File: config.mk
export PLATFORM = sky130hd
export DESIGN_NAME = net_cmd_buffer
export DESIGN_NICKNAME = d
export VERILOG_FILES = /design/src/rtl/net_cmd_buffer.sv
export SDC_FILE = /design/constraint.sdc
export NUM_CORES = 1
export LEC_CHECK = 0
export BUFFER_PORTS_ARGS = -buffer_cell sky130_fd_sc_hd__buf_2
export CORE_AREA = 2 2 141 129
export CTS_CLUSTER_SIZE = 12
export DETAILED_ROUTE_END_ITERATION = 16
export DIE_AREA = 0 0 143 131
export GPL_ROUTABILITY_DRIVEN = 0
export PLACE_DENSITY_LB_ADDON = 0.08
export SLEW_MARGIN = 10
export SYNTH_ARGS = -nofsm -noshare
export SYNTH_HDL_FRONTEND = slang
export SYNTH_SLANG_ARGS = --single-unit
File: constraint.sdc
create_clock -name clk -period 5.4 [get_ports clk]
set_input_delay 0.54 -clock clk [delete_from_list [all_inputs] [get_ports clk]]
set_output_delay 0.54 -clock clk [all_outputs]
set_load 0.01 [all_outputs]
File: src/rtl/net_cmd_buffer.sv
// net_cmd_buffer: filters mesh packets by core ID and queues
// INSTR/REG/PC/BAR commands in a FIFO popped by valid/yumi.
//
// Ports:
//   clk, reset           clock; synchronous active-low reset
//   pkt_valid_i          packet present (no backpressure)
//   pkt_id_i             destination ID
//   pkt_op_i             op: 0 NULL, 1 INSTR, 2 REG, 3 PC, 4 BAR
//   pkt_addr_i           packet address
//   pkt_data_i           packet data
//   cmd_valid_o          FIFO head valid
//   cmd_op_o             head op (0 when empty)
//   cmd_addr_o           head address
//   cmd_data_o           head data
//   cmd_yumi_i           consumer takes the head this cycle
//   count_o              occupancy
//   overflow_o           sticky: packet dropped on full FIFO
//   illegal_op_o         sticky: matched packet with op 5..7
//   drop_cnt_o           saturating drop count
module net_cmd_buffer #(
   parameter int unsigned depth_p      = 4,
   parameter int unsigned id_width_p   = 10,
   parameter int unsigned addr_width_p = 10,
   parameter int unsigned data_width_p = 32,
   parameter logic [id_width_p-1:0] net_id_p = id_width_p'(1),
   parameter bit bcast_en_p = 1'b1
) (
   input  logic                       clk,
   input  logic                       reset,
   input  logic                       pkt_valid_i,
   input  logic [id_width_p-1:0]      pkt_id_i,
   input  logic [2:0]                 pkt_op_i,
   input  logic [addr_width_p-1:0]    pkt_addr_i,
   input  logic [data_width_p-1:0]    pkt_data_i,
   output logic                       cmd_valid_o,
   output logic [2:0]                 cmd_op_o,
   output logic [addr_width_p-1:0]    cmd_addr_o,
   output logic [data_width_p-1:0]    cmd_data_o,
   input  logic                       cmd_yumi_i,
   output logic [$clog2(depth_p):0]   count_o,
   output logic                       overflow_o,
   output logic                       illegal_op_o,
   output logic [7:0]                 drop_cnt_o
);

   localparam int unsigned ptr_w = $clog2(depth_p);
   localparam int unsigned cnt_w = ptr_w + 1;
   localparam logic [cnt_w-1:0] depth_c = cnt_w'(depth_p);

   typedef struct packed {
      logic [2:0]              op;
      logic [addr_width_p-1:0] addr;
      logic [data_width_p-1:0] data;
   } cmd_t;

   cmd_t mem [depth_p];

   logic [ptr_w-1:0] rd_ptr;
   logic [ptr_w-1:0] wr_ptr;
   logic [cnt_w-1:0] count;
   logic             overflow;
   logic             illegal;
   logic [7:0]       drop_cnt;

   logic id_hit;
   logic match;
   logic op_legal;
   logic op_bad;
   logic full;
   logic pop;
   logic push;
   logic drop;
   cmd_t head;

   // Packet classification
   always_comb begin
      id_hit   = (pkt_id_i == net_id_p) ||
                 (bcast_en_p && (&pkt_id_i));
      match    = pkt_valid_i && id_hit;
      op_legal = (pkt_op_i != 3'd0) && (pkt_op_i <= 3'd4);
      op_bad   = (pkt_op_i >= 3'd5);
   end

   // Handshake decisions. A yumi on an empty FIFO is ignored;
   // when full, a same-cycle pop frees the slot for the push.
   always_comb begin
      full = (count == depth_c);
      pop  = cmd_yumi_i && (count != '0);
      push = match && op_legal && (!full || pop);
      drop = match && (op_bad || (op_legal && !push));
   end

   // Storage array; contents need no reset since the
   // valid state is carried by the pointers and count.
   always_ff @(posedge clk) begin
      if (reset && push) begin
         mem[wr_ptr] <= '{op:   pkt_op_i,
                          addr: pkt_addr_i,
                          data: pkt_data_i};
      end
   end

   always_ff @(posedge clk) begin
      if (!reset) begin
         rd_ptr   <= '0;
         wr_ptr   <= '0;
         count    <= '0;
         overflow <= 1'b0;
         illegal  <= 1'b0;
         drop_cnt <= '0;
      end else begin
         if (push) begin
            wr_ptr <= wr_ptr + ptr_w'(1);
         end
         if (pop) begin
            rd_ptr <= rd_ptr + ptr_w'(1);
         end
         unique case (1'b1)
            (push && !pop): count <= count + cnt_w'(1);
            (pop && !push): count <= count - cnt_w'(1);
            default:        count <= count;
         endcase
         if (match && op_legal && !push) begin
            overflow <= 1'b1;
         end
         if (match && op_bad) begin
            illegal <= 1'b1;
         end
         if (drop && (drop_cnt != 8'hFF)) begin
            drop_cnt <= drop_cnt + 8'd1;
         end
      end
   end

   // Head is read straight from storage: no input bypass
   always_comb begin
      head        = mem[rd_ptr];
      cmd_valid_o = (count != '0);
      cmd_op_o    = cmd_valid_o ? head.op : 3'd0;
      cmd_addr_o  = head.addr;
      cmd_data_o  = head.data;
   end

   assign count_o      = count;
   assign overflow_o   = overflow;
   assign illegal_op_o = illegal;
   assign drop_cnt_o   = drop_cnt;

endmodule

==> qor.csv, run 1 <==
stage,metric,value,unit
status,status,"complete, no violations",
floorplan,die width,143,microns
routing,drt wl/cell,18.6,microns
sta,Rel. slew slack,0.309,
power,Pleak,3.05,nW
routing,final wirelength,13900,microns
synth,Synth Flop Type,edfxtp_1,
finish,Ant. Diodes,0,
clock_tree,CTS root buf,clkbuf_16,
power,Worst IR Drop VDD,198,uV
power,Clk network pwr share,0.413,
routing,via count,3885,
clock_tree,"Hold-fix buffers, CTS",0,
floorplan,Starting Density,0.440,
place,PortBufs,117,
routing,final antenna-violating net count,0,
finish,nets,561,
clock_tree,CTS Sinks,199,
power,Switching Share,0.193,
global_routing,largest net degree at the start of global routing,46,
sta,Final Hold Fails,0,
synth,"Net Count, Synth",437,
synth,adder-cell share of the synthesized area,0.0122,
synth,multiplexer area fraction after synthesis,0.138,
routing,initial DRC count,190,
floorplan,Core Rows,46,
worst_setup_path,CP startpoint kind,flop,
clock_tree,PostCTS Resize Cnt,0,
finish,area grow syn2layout,19.3,%
sta,Tightest Pin Transition,1.03,ns
place,dpl hpwl,8540,microns
power,PwrDens,341,nW/um^2
place,DP Cell Count,717,
sta,Slew Limit Fails,0,
worst_setup_path,crit-path max FO,45,
synth,asr flop ratio synth,0,
global_routing,global-route wire length before repair,22000,microns
synth,Synthesis Warnings,0,
sta,period utilization,0.535,
worst_setup_path,CP Data Arrival Time,2.35,ns
worst_setup_path,WS Path Type,flop to primary output,
floorplan,Die Area,18700,sq um
synth,#FFs+latches synth,199,
synth,count of different cell masters after synthesis,41,
sta,clk_skew,0.00665,ns
synth,Post-Syn Area,7620,sq um
global_routing,aggregate global-route resource usage,0.160,
routing,WL met2,7170,microns
worst_setup_path,data required time at the worst endpoint,4.86,ns
worst_setup_path,Register-to-Register Path Depth,8,
floorplan,Die Ht,131,microns
worst_setup_path,type of element capturing the critical path,primary output,
synth,Syn Area/Cell,20.5,sq um
clock_tree,CTS tree,built,
finish,share of layout cells above drive strength 1,0.403,
clock_tree,CTS H-tree depth,4,
global_routing,global route total overflow,0,
synth,xor/xnor share of the synthesized area,0.00460,
power,switching pwr,0.597,mW
run,max-cap violations,0,
clock_tree,clock slew seen by the registers of the worst setup and hold paths,0.07,ns
synth,area share of and/or/nand/nor cells after synthesis,0.0521,
min_path,Hold Path Depth,1,
global_routing,vias in the first global route,4159,
finish,"leading cell type in the layout, fill and taps excluded",edfxtp_1,
synth,largest family of logic cells by synthesized area,multiplexers,
synth,sequential area share after synthesis,0.760,
worst_setup_path,R2R Setup Slk,3.05,ns
routing,Top Layer Used,met4,
finish,Post-Layout Cell Count,749,
routing,Initial DRT Pass Iterations,4,
synth,Post-synth EDFFs,180,
routing,DRT met1 WL,5880,microns
routing,Via density,5.19,
min_path,worst hold-check path type,primary input to flop,
clock_tree,# Post-CTS Setup Buffers,0,
clock_tree,clock insertion delay at the later pin of the skew report,0.42,ns
synth,Gate Count Post-Synth,372,
power,Seq pwr share,0.548,
sta,fmax,0.346,GHz
clock_tree,clk buf depth,2,
sta,setup_tns,0,ns
sta,# setup viols final,0,
sta,Final min period,2.89,ns
routing,Met3 Routed Length,751,microns
sta,RSZ-0062 raised after global routing,no,
power,Int Pwr,2.50,mW
synth,complex-gate fraction of the synthesized area,0.0212,
floorplan,IO Pins,118,
global_routing,initial antenna violation count,0,
clock_tree,total CTS buffers,17,
routing,residual DRC count,0,
power,combinational fraction of design power,0.039,
finish,"commonest cells after routing, fill and taps aside","edfxtp_1 (180), buf_2 (117), mux4_2 (45)",
floorplan,area of the core,17300,sq um
==> synthesized netlist by cell type, types with 2 or more instances <==
cell type / instances / share of area
xnor2_1: 2 / 0.0023
o31ai_1: 2 / 0.0020
a21oi_1: 6 / 0.0039
dfxtp_1: 19 / 0.050
buf_2: 6 / 0.0039
nand2_1: 5 / 0.0025
nand2b_1: 4 / 0.0033
nand3_1: 10 / 0.0066
or2_1: 2 / 0.0016
o21ai_1: 4 / 0.0026
o41ai_1: 2 / 0.0023
nand4_1: 5 / 0.0041
inv_1: 5 / 0.0025
mux2i_1: 3 / 0.0039
xor2_1: 2 / 0.0023
and2_1: 5 / 0.0041
edfxtp_1: 180 / 0.71
mux4_2: 45 / 0.13
nor2_1: 13 / 0.0064
or3_1: 3 / 0.0025
clkbuf_1: 11 / 0.0054
nor4_1: 2 / 0.0016
ha_1: 5 / 0.0082
o311ai_1: 2 / 0.0023
and3_1: 7 / 0.0057
o211ai_1: 2 / 0.0020
or4_1: 3 / 0.0030
o21a_1: 2 / 0.0020
nor3_1: 3 / 0.0020
==> worst max-delay path, cell delays in order, from the launching register on <==
cell	delay, ns
dfxtp_4	0.98
mux4_2	0.59
and2_1	0.18
buf_2	0.14
==> worst paths after layout <==
| check | end | start |
|---|---|---|
| setup / recovery | cmd_op_o[2] | flop |
| hold / removal | mem[2][14] | pkt_data_i[14] |
| setup reg to reg | count_o[2] | count_o[0] |
| hold reg to reg | illegal_op_o | illegal_op_o |
==> sequential cells by signal, summed over array words and instances (netlist names), named ones only <==
name,cells
wr_ptr,2
mem,180
overflow_o,1
count_o,3
illegal_op_o,1
rd_ptr,2
drop_cnt_o,8
==> layer usage <==
layer  track usage  vias to the layer above
met1         0.199                     1988
met4        0.0513                        0
met2         0.275                      103
met3        0.0470                       12
met5             0                        -
li1              -                     1782
==> kinds of logic after synthesis <==
logic type,count (synthesis)
compound gates,24
simple gates,67
flops,199
buf+inv,22
mux,49
fa+ha+maj,7
xor+xnor,4
==> power by group through the flow <==
stage / sequential, mW / clock [mW] / combinational, mW
floorplan: 1.72 / 0 / 0.0742
global route: 1.70 / 1.37 / 0.130
global placement: 1.73 / 0 / 0.119
CTS: 1.70 / 1.31 / 0.122
detailed placement: 1.73 / 0 / 0.121
finish: 1.70 / 1.28 / 0.120
==> layout make-up <==
class / instances / area (sq um)
clock inverter: 10 / 145
timing repair buffer: 122 / 623
tap: 240 / 300
clock buffer: 22 / 464
fill: 1432 / 8240
multi-input combinational: 151 / 1750
inverter: 5 / 18.8
sequential: 199 / 5790
==> through the flow <==
stage	hold WS [ns]	total power, mW	area [sq um]	util	worst slack (ns)
after floorplan	0.485	1.79	7620	-	2.41
after global placement	0.451	1.85	8480	0.489	2.27
after detailed placement	0.451	1.85	8480	0.489	2.20
after CTS	0.314	3.13	9090	0.525	2.41
after global routing	0.313	3.20	9090	0.525	2.32
final	0.334	3.09	9090	0.525	2.51
(Power assumes the default switching activity.)
==> run 2: changes to the inputs <==
==> constraint.sdc (replaced) <==
create_clock -name clk -period 2.46 [get_ports clk]
set_input_delay 0.246 -clock clk [delete_from_list [all_inputs] [get_ports clk]]
set_output_delay 0.246 -clock clk [all_outputs]
set_load 0.01 [all_outputs]
==> qor.csv, run 2 (synthesis gave the netlist of run 1 again) <==
stage,metric,value,unit,change
power,combinational fraction of design power,0.044,,was 0.039
routing,final antenna-violating net count,0,,unchanged
worst_setup_path,Register-to-Register Path Depth,8,,unchanged
worst_setup_path,critical-path cell list,"buf_12, mux4_2, buf_2",,"was mux4_2, and2_1, buf_2"
clock_tree,CTS H-tree depth,4,,unchanged
power,Switching Share,0.193,,about the same
run,max-cap violations,0,,unchanged
sta,Final Hold Fails,0,,unchanged
finish,Largest Register,mem,,unchanged
sta,# setup viols final,0,,unchanged
worst_setup_path,crit path buf inv count,2,,was 1
routing,Top Layer Used,met4,,unchanged
clock_tree,clk buf depth,2,,unchanged
routing,Via density,5.18,,was 5.19
place,DP Cell Count,726,,was 717
routing,final wirelength,14200,microns,"was 13,900 microns"
floorplan,Core Rows,46,,unchanged
worst_setup_path,CP startpoint kind,flop,,unchanged
worst_setup_path,crit-path leading delay family,flip-flops,,unchanged
worst_setup_path,Critical R2R Launch,count_o[0],,unchanged
sta,Slew Limit Fails,0,,unchanged
floorplan,IO Pins,118,,unchanged
global_routing,initial antenna violation count,1,,was 0
power,Worst IR Drop VDD,426,uV,was 198 uV
worst_setup_path,crit-path max cell delay,0.63,ns,was 0.98 ns
floorplan,die width,143,microns,unchanged
clock_tree,total CTS buffers,17,,unchanged
sta,setup_tns,0,ns,unchanged
min_path,min-delay src,pkt_addr_i[5],,was pkt_data_i[14]
place,PortBufs,117,,unchanged
worst_setup_path,Worst R2R End,count_o[2],,unchanged
finish,Post-Layout Cell Count,759,,was 749
finish,"leading cell type in the layout, fill and taps excluded",edfxtp_1,,unchanged
routing,Met3 Routed Length,709,microns,was 751 microns
sta,period utilization,0.920,,
worst_setup_path,critical path's slowest cell,dfxtp_4,,unchanged
finish,area grow syn2layout,21.0,%,was 19.3%
global_routing,largest net degree at the start of global routing,32,,was 46
clock_tree,CTS tree,built,,unchanged
global_routing,global-route wire length before repair,21800,microns,"was 22,000 microns"
global_routing,aggregate global-route resource usage,0.159,,was 0.160
finish,number of flip-flops in the largest register,180,,unchanged
clock_tree,clock insertion delay at the later pin of the skew report,0.42,ns,about the same
routing,residual DRC count,0,,unchanged
worst_setup_path,CP Capture Point,cmd_data_o[23],,was cmd_op_o[2]
worst_setup_path,crit-path max FO,20,,was 45
clock_tree,CTS root buf,clkbuf_16,,unchanged
clock_tree,clock slew seen by the registers of the worst setup and hold paths,0.07,ns,about the same
sta,Tightest Pin Transition,1.00,ns,was 1.03 ns
sta,fmax,0.442,GHz,
worst_setup_path,data required time at the worst endpoint,2.21,ns,was 4.86 ns
clock_tree,CTS Sinks,199,,unchanged
floorplan,area of the core,17300,sq um,unchanged
min_path,worst hold-check path type,primary input to flop,,unchanged
finish,nets,570,,was 561
power,Pleak,3.11,nW,was 3.05 nW
status,status,"complete, no violations",,unchanged
power,PwrDens,729,nW/um^2,was 341 nW/um^2
finish,"commonest cells after routing, fill and taps aside","edfxtp_1 (180), buf_2 (117), mux4_2 (45)",,unchanged
power,Clk network pwr share,0.404,,was 0.413
floorplan,Die Ht,131,microns,unchanged
floorplan,Starting Density,0.440,,unchanged
worst_setup_path,type of element capturing the critical path,primary output,,unchanged
routing,DRT met1 WL,6260,microns,was 5880 microns
sta,Rel. slew slack,0.326,,was 0.309
worst_setup_path,CP Depth,3,,unchanged
power,switching pwr,1.29,mW,was 0.597 mW
global_routing,vias in the first global route,4037,,"was 4,159"
finish,share of layout cells above drive strength 1,0.415,,was 0.403
worst_setup_path,R2R Setup Slk,0.26,ns,was 3.05 ns
place,dpl hpwl,9170,microns,was 8540 microns
routing,drt wl/cell,18.7,microns,was 18.6 microns
power,Seq pwr share,0.552,,was 0.548
sta,Final min period,2.26,ns,
power,Int Pwr,5.42,mW,was 2.50 mW
global_routing,global route total overflow,0,,unchanged
floorplan,Die Area,18700,sq um,unchanged
worst_setup_path,CP Data Arrival Time,2.02,ns,was 2.35 ns
worst_setup_path,WS Path Type,flop to primary output,,unchanged
routing,Initial DRT Pass Iterations,4,,unchanged
routing,via count,3928,,"was 3,885"
routing,initial DRC count,220,,was 190
sta,clk_skew,0.00473,ns,was 0.00665 ns
sta,RSZ-0062 raised after global routing,no,,unchanged
routing,WL met2,7110,microns,was 7170 microns
## run 2: changes by cell type in the layout (fill, tap and decap cells not counted), sizes merged
cell,delta
buf,+9
clkbuf,-4
clkinv,+3
clkinvlp,+1
diode,+1
## run 2: cell type report
class / count / area [sq um]
clock buffer: 18 / 429
tap: 240 / 300
clock inverter: 14 / 158
inverter: 5 / 18.8
multi-input combinational: 151 / 1750
antenna: 1 / 2.50
sequential: 199 / 5790
fill: 1419 / 8110
timing repair buffer: 131 / 766
## run 2: how the worst min path moves through the flow
| stage | end | slack [ns] | depth (start not counted) |
|---|---|---|---|
| after CTS | mem[2][37] | 0.02 | 1 |
| after detailed placement | overflow_o | 0.46 | 1 |
| after global placement | overflow_o | 0.45 | 1 |
| final | mem[2][37] | 0.04 | 1 |
| after global routing | mem[2][37] | 0.02 | 1 |
| after floorplan | mem[0][0] | 0.34 | 0 |
## run 2: power groups by stage
stage                     sequential, mW  clock (mW)  combinational [mW]
after global routing                3.71        2.94               0.321
final                               3.71        2.71               0.293
after global placement              3.78           0               0.289
after floorplan                     3.77           0               0.163
after CTS                           3.71        2.80               0.298
after detailed placement            3.78           0               0.297
## run 2: metrics by stage
| step | area [sq um] | hold slack, ns | total power, mW | util | setup slack [ns] |
|---|---|---|---|---|---|
| 6_report | 9220 | 0.0439 | 6.71 | 0.532 | 0.198 |
| 5_1_grt | 9210 | 0.0224 | 6.97 | 0.532 | 0.0161 |
| 4_1_cts | 9210 | 0.0199 | 6.81 | 0.531 | 0.107 |
| 3_5_place_dp | 8620 | 0.455 | 4.08 | 0.498 | 0.257 |
| 3_3_place_gp | 8620 | 0.452 | 4.07 | 0.498 | 0.327 |
| 2_1_floorplan | 7620 | 0.345 | 3.93 | - | 0.245 |
## run 2: metal layers
metal | global-route usage | vias to the layer above
met2 | 0.267 | 101
met4 | 0.0349 | 0
met1 | 0.204 | 2012
met3 | 0.0521 | 6
met5 | 0 | -
li1 | - | 1809
## run 2: what timing repair did
item	4_1_cts	5_1_grt
endpoints found under the setup margin	0	1
setup buffers	0	0
resized for setup	0	1
hold endpoints to repair	0	0
hold buffers	0	0
